## config.mk

```make
export PLATFORM = sky130hd
export DESIGN_NAME = crc32_engine
export DESIGN_NICKNAME = d
export VERILOG_FILES = /design/src/rtl/POLI_types_pkg.sv /design/src/rtl/crc32_engine_step.sv /design/src/rtl/crc32_engine.sv
export SDC_FILE = /design/constraint.sdc
export NUM_CORES = 1
export LEC_CHECK = 0
export ABC_AREA = 1
export BUFFER_PORTS_ARGS = -buffer_cell sky130_fd_sc_hd__buf_2
export CORE_MARGIN = 3
export CORE_UTILIZATION = 56
export DETAILED_ROUTE_END_ITERATION = 7
export HOLD_SLACK_MARGIN = 0.12
export PLACE_DENSITY = 0.89
export SETUP_SLACK_MARGIN = 0.3
export SYNTH_ARGS = -nofsm -noshare
export SYNTH_HDL_FRONTEND = slang
export SYNTH_SLANG_ARGS = --single-unit
```

## constraint.sdc

```tcl
create_clock -name CLK -period 2.65 [get_ports CLK]
set_clock_uncertainty 0.2 [all_clocks]
set_input_delay 0.265 -clock CLK [delete_from_list [all_inputs] [get_ports CLK]]
set_output_delay 0.265 -clock CLK [all_outputs]
set_load 0.02 [all_outputs]
```

## src/rtl/POLI_types_pkg.sv

```systemverilog
// Shared types and constants for the polymorphic CRC peripheral.
// Holds the CRC-32 / CRC-32C polynomials (normal and reflected), the
// CRC engine state encoding and the orientation-word bit positions.
package POLI_types_pkg;

   localparam logic [31:0] CRC32_POLY       = 32'h04C1_1DB7;
   localparam logic [31:0] CRC32C_POLY      = 32'h1EDC_6F41;
   localparam logic [31:0] CRC32_POLY_REFL  = 32'hEDB8_8320;
   localparam logic [31:0] CRC32C_POLY_REFL = 32'h82F6_3B78;

   localparam int ORIENT_POLY_BIT = 0;
   localparam int ORIENT_LSB_BIT  = 1;

   typedef enum logic {
      IDLE = 1'b0,
      RUN  = 1'b1
   } crc_state_t;

   // Pick the polynomial constant matching the selected CRC and bit order;
   // LSB-first folding uses the bit-reversed form of the polynomial.
   function automatic logic [31:0] sel_poly(input logic poly_c, input logic lsb_first);
      logic [31:0] p;
      if (lsb_first) begin
         p = poly_c ? CRC32C_POLY_REFL : CRC32_POLY_REFL;
      end else begin
         p = poly_c ? CRC32C_POLY : CRC32_POLY;
      end
      return p;
   endfunction

endpackage

```

## src/rtl/crc32_engine_step.sv

```systemverilog
// Combinational single-bit CRC-32 fold. The polynomial is supplied by the
// caller already in the form matching the bit order (reflected for LSB-first).
module crc32_step (
   input  logic [31:0] i_crc,
   input  logic        i_d,
   input  logic [31:0] i_poly,
   input  logic        i_lsb_first,
   output logic [31:0] o_crc_next
);

   logic w_fb;

   // Fold one data bit: feedback comes from the outgoing end of the register.
   always_comb begin
      w_fb       = 1'b0;
      o_crc_next = i_crc;
      if (i_lsb_first) begin
         w_fb       = i_crc[0] ^ i_d;
         o_crc_next = {1'b0, i_crc[31:1]} ^ (w_fb ? i_poly : 32'h0000_0000);
      end else begin
         w_fb       = i_crc[31] ^ i_d;
         o_crc_next = {i_crc[30:0], 1'b0} ^ (w_fb ? i_poly : 32'h0000_0000);
      end
   end

endmodule

```

## src/rtl/crc32_engine.sv

```systemverilog
// Word-serial CRC-32 engine: folds a 32-bit word into a running CRC at
// BITS_PER_CYCLE bits per clock. Orientation selects CRC-32 / CRC-32C and
// MSB-first / LSB-first consumption. The CRC chains across words until
// crc_reset. Build option CRC32_FINAL_XOR_EN inverts the reported value
// (the internal register is unaffected).
module crc32_engine
   import POLI_types_pkg::*;
#(
   parameter int          BITS_PER_CYCLE = 1,
   parameter logic [31:0] INIT_VALUE     = 32'hFFFF_FFFF
) (
   input  logic        CLK,
   input  logic        RST,
   input  logic [31:0] crc_data_in,
   input  logic        crc_start,
   input  logic        crc_reset,
   input  logic [31:0] crc_orient,
   output logic [31:0] crc_data_out,
   output logic        crc_ready
);

   localparam int N  = 32 / BITS_PER_CYCLE;
   localparam int CW = (N > 1) ? $clog2(N) : 1;
   localparam logic [CW-1:0] CNT_LOAD = CW'(N - 1);
   localparam logic [CW-1:0] CNT_ZERO = CW'(0);

   crc_state_t    r_state;
   crc_state_t    w_next_state;
   logic [31:0]   r_crc;
   logic [31:0]   r_data;
   logic [CW-1:0] r_cnt;
   logic          r_lsb;
   logic          r_poly_c;
   logic [31:0]   w_poly;
   logic [31:0]   w_data_shift;
   logic [31:0]   w_chain [0:BITS_PER_CYCLE];
   logic          w_accept;
   logic          w_unused_orient;

   // Reserved orientation bits have no function.
   assign w_unused_orient = ^crc_orient[31:2];

   assign w_accept = (r_state == IDLE) && crc_start && !crc_reset;
   assign w_poly   = sel_poly(r_poly_c, r_lsb);
   assign w_chain[0] = r_crc;

   genvar k;
   generate
      for (k = 0; k < BITS_PER_CYCLE; k++) begin : g_fold
         crc32_step u_step (
            .i_crc       (w_chain[k]),
            .i_d         (r_lsb ? r_data[k] : r_data[31-k]),
            .i_poly      (w_poly),
            .i_lsb_first (r_lsb),
            .o_crc_next  (w_chain[k+1])
         );
      end
   endgenerate

   // Drop the bits consumed this cycle so the next ones sit at the fold end.
   always_comb begin
      w_data_shift = r_data;
      if (r_lsb) begin
         w_data_shift = r_data >> BITS_PER_CYCLE;
      end else begin
         w_data_shift = r_data << BITS_PER_CYCLE;
      end
   end

   // Next-state logic; crc_reset forces IDLE and beats a simultaneous start.
   always_comb begin
      w_next_state = r_state;
      if (crc_reset) begin
         w_next_state = IDLE;
      end else begin
         case (r_state)
            IDLE:    w_next_state = crc_start ? RUN : IDLE;
            RUN:     w_next_state = (r_cnt == CNT_ZERO) ? IDLE : RUN;
            default: w_next_state = IDLE;
         endcase
      end
   end

   // State register.
   always_ff @(posedge CLK or posedge RST) begin
      if (RST) begin
         r_state <= IDLE;
      end else begin
         r_state <= w_next_state;
      end
   end

   // Datapath: latch word/orientation on accept, fold while running.
   always_ff @(posedge CLK or posedge RST) begin
      if (RST) begin
         r_crc    <= INIT_VALUE;
         r_data   <= 32'h0000_0000;
         r_cnt    <= CNT_ZERO;
         r_lsb    <= 1'b0;
         r_poly_c <= 1'b0;
      end else if (crc_reset) begin
         r_crc    <= INIT_VALUE;
         r_cnt    <= CNT_ZERO;
      end else if (w_accept) begin
         r_data   <= crc_data_in;
         r_lsb    <= crc_orient[ORIENT_LSB_BIT];
         r_poly_c <= crc_orient[ORIENT_POLY_BIT];
         r_cnt    <= CNT_LOAD;
      end else if (r_state == RUN) begin
         r_crc    <= w_chain[BITS_PER_CYCLE];
         r_data   <= w_data_shift;
         r_cnt    <= (r_cnt == CNT_ZERO) ? CNT_ZERO : (r_cnt - CW'(1));
      end else begin
         r_crc    <= r_crc;
      end
   end

   assign crc_ready = (r_state == IDLE);

`ifdef CRC32_FINAL_XOR_EN
   assign crc_data_out = r_crc ^ 32'hFFFF_FFFF;
`else
   assign crc_data_out = r_crc;
`endif

endmodule

```

==> reports/results.txt <==
DIE WIDTH: 100.7 um
Worst Path Max Fanout: 15
Syn_area_per_cell: 6.873 um2
Area grow syn2layout: 18.90%
Final hold vios: 0
Core ar.: 0.008464 mm2
Num ports: 101
DP Worst Slack: 425.4 ps
CP startpoint kind: flop
Initial Utilization: 59.28%
Net Count, Synth: 806
Reg2reg start: r_lsb$_DFFE_PP0P_
Relative slew slack: 66.55%
Most common cell after layout, fill and taps aside: nand2_1
Die Y: 100.7 um
Detailed-route via count: 5623
GP Congestion: 0.9430
R2R depth: 10
Total grt overflow: 0
Clk sinks: 72
Min Tclk post-route: 2221 ps
Drt first pass iters: 6
DR WL/cell: 16.49 um
Final WS setup: 429.5 ps
Largest net degree at the start of global routing: 65
Maximum clock path buffer count: 2
Peak Freq: 450.3 MHz
Tightest Hold Check Type: in -> reg
R2R setup slack: 430 ps
Vias per cell: 6.066
DR iter-0 viols: 715
CP max stage delay: 480 ps
Worst skew pair latency: 370 ps
Fin cells: 927
WL final: 15.28 mm
Netlist Area Pre-Place: 0.005017 mm2
Port bufs: 70
Hold Startpoint: crc_start
Multi-input logic area: 0.002585 mm2
CP required: 2770 ps
Setup Buffers After CTS: 0
Hpwl dp: 9.521 mm
Most frequent cell on the critical path: nand3_1
Ys Warns: 0
Detail Route Antenna Nets: 0
RSZ-0062 raised after global routing: no
Final Max Tran Viols: 0
Worst EP arrival: 2340 ps
Register area share after synthesis: 36.71%
Setup_tns: 0 ps
First-pass GRT wire length: 25.30 mm
Worst Hold Endpoint: r_cnt[4]$_DFFE_PP0P_
CTS tree: built
Root buffer cell: clkbuf_8
CP max stage cell: dfrtp_2
Worst-path clk slew: 90 ps
Initial antenna violation count: 0
Dpl cells: 875
Number of global-route vias before repair: 5362
Number of setup violations in the final report: 0
GRT Overall Usage: 30.96%
Hold path cells: 4
Synth Register Bits: 72
Fillers: 658
Layout cells sized above 1: 19.10%
WS Path Type: reg -> reg
Tcrit/Tclk final: 83.79%
Pwr dens: 740.7 mW/mm2
Worst-path cell chain: inv_2 -> nand2_2 -> nand3_4 -> buf_4 -> nand3_1 -> nand2_1 -> nand3_1 -> nand3_1 -> nand2_1 -> inv_1
Rows: 33
Worst Path Buf+Inv: 3
Distinct cells, synth: 27
R2r endpoint: crc_data_out[1]$_DFFE_PP1P_
CTS H-tree depth: 3
Status: finished, final reports clean
Fin util: 70.48%
Synthesized instance count: 730
Die ar.: 0.01013 mm2
Leakage: 0.002903 uW
Slew @ Worst Pin: 501.0 ps
Register area: 0.001843 mm2
VDD IR max: 417.1 uV
Post-route DRC: 0
Number of max-cap violations: 0
# diodes: 0
CTS buffer count: 9
Nets: 893
Most frequent cells in the layout: 131 x nand2_1, 121 x nor2_1, 112 x nand3_1
Family with the most delay on the worst path: simple AND/OR/NAND/NOR gates
Critical path endpoint category: flop
-- Yosys cell counts (all sizes together) --
library cell,n,area [um2]
clkbuf,10,37.54
ha,8,100.1
buf,42,271.5
o31ai,29,217.7
nor2,123,469.2
o21a,1,7.510
dfrtp,40,1001
a22oi,4,30.03
inv,83,311.6
dfstp,32,840.8
nand2,136,523.0
a31oi,1,6.260
a21oi,34,173.9
nor3,1,5.000
o211ai,4,30.03
o21ai,13,65.06
nand3,116,595.6
nand4,53,331.6
-- power breakdown --
| part | switching (uW) | internal, uW |
|---|---|---|
| sequential | 227 | 1380 |
| clock | 480 | 442 |
| combinational | 1230 | 658 |
| total | 1940 | 2480 |
-- cell type report --
| class | count | share of cell area [%] |
|---|---|---|
| Clock buffer | 9 | 2.076 |
| Clock inverter | 7 | 1.321 |
| Inverter | 83 | 5.222 |
| Multi-Input combinational cell | 523 | 43.33 |
| Sequential cell | 72 | 30.89 |
| Tap cell | 105 | 2.202 |
| Timing Repair Buffer | 128 | 14.95 |
-- worst max-delay path by stage --
stage | cells past startpoint | start | to
2_1_floorplan | 1 | RST | r_cnt[0]$_DFFE_PP0P_
3_3_place_gp | 10 | r_lsb$_DFFE_PP0P_ | crc_data_out[25]$_DFFE_PP1P_
3_5_place_dp | 10 | r_lsb$_DFFE_PP0P_ | crc_data_out[18]$_DFFE_PP1P_
4_1_cts | 10 | r_lsb$_DFFE_PP0P_ | crc_data_out[18]$_DFFE_PP1P_
5_1_grt | 10 | r_lsb$_DFFE_PP0P_ | crc_data_out[7]$_DFFE_PP1P_
6_report | 10 | r_lsb$_DFFE_PP0P_ | crc_data_out[1]$_DFFE_PP1P_
-- cell families (layout without fill, tap and decap cells) --
| group | count (synthesis) | after routing | synth area share, % |
|---|---|---|---|
| AOI/OAI and AO/OA | 86 | 86 | 10.57 |
| buffers and inverters | 135 | 227 | 12.37 |
| and+or+nand+nor | 429 | 429 | 38.35 |
| DFF | 72 | 72 | 36.71 |
| adders and majority gates | 8 | 8 | 1.995 |
-- through the flow --
stage | area, um2 | hold WS (ps) | total power, uW
after floorplan | 5017 | 186.0 | 2937
after global placement | 5379 | 118.4 | 3304
final | 5966 | 126.5 | 4419
after CTS | 5942 | 124.4 | 4328
after global routing | 5966 | 157.8 | 4684
after detailed placement | 5379 | 120.7 | 3368
-- worst register-to-register path, stage by stage (launching register included) --
cell,delay [ps]
dfrtp_2,480
inv_2,270
nand2_2,150
nand3_4,190
buf_4,250
nand3_1,220
nand2_1,130
nand3_1,80
nand3_1,100
nand2_1,60
inv_1,50
-- flip-flops by register name, summed over array words and instances, names as in the netlist --
register / count
r_lsb: 1
r_cnt: 5
crc_data_out: 32
r_data: 32
r_poly_c: 1
r_state: 1
-- repair_timing --
action                                 CTS  global route
hold buffers                            36             0
setup endpoints to repair                0            15
endpoints found under the hold margin   56             0
resized for setup                        0             4
-- layer usage --
metal,vias to the layer above,track usage (%),share of wire (%)
met4,0,14.20,4.0
met5,-,0,0
met1,2578,39.53,38
met3,69,7.612,11
met2,368,49.47,47
li1,2608,-,-
No activity file was read; power rests on OpenSTA's default activity.
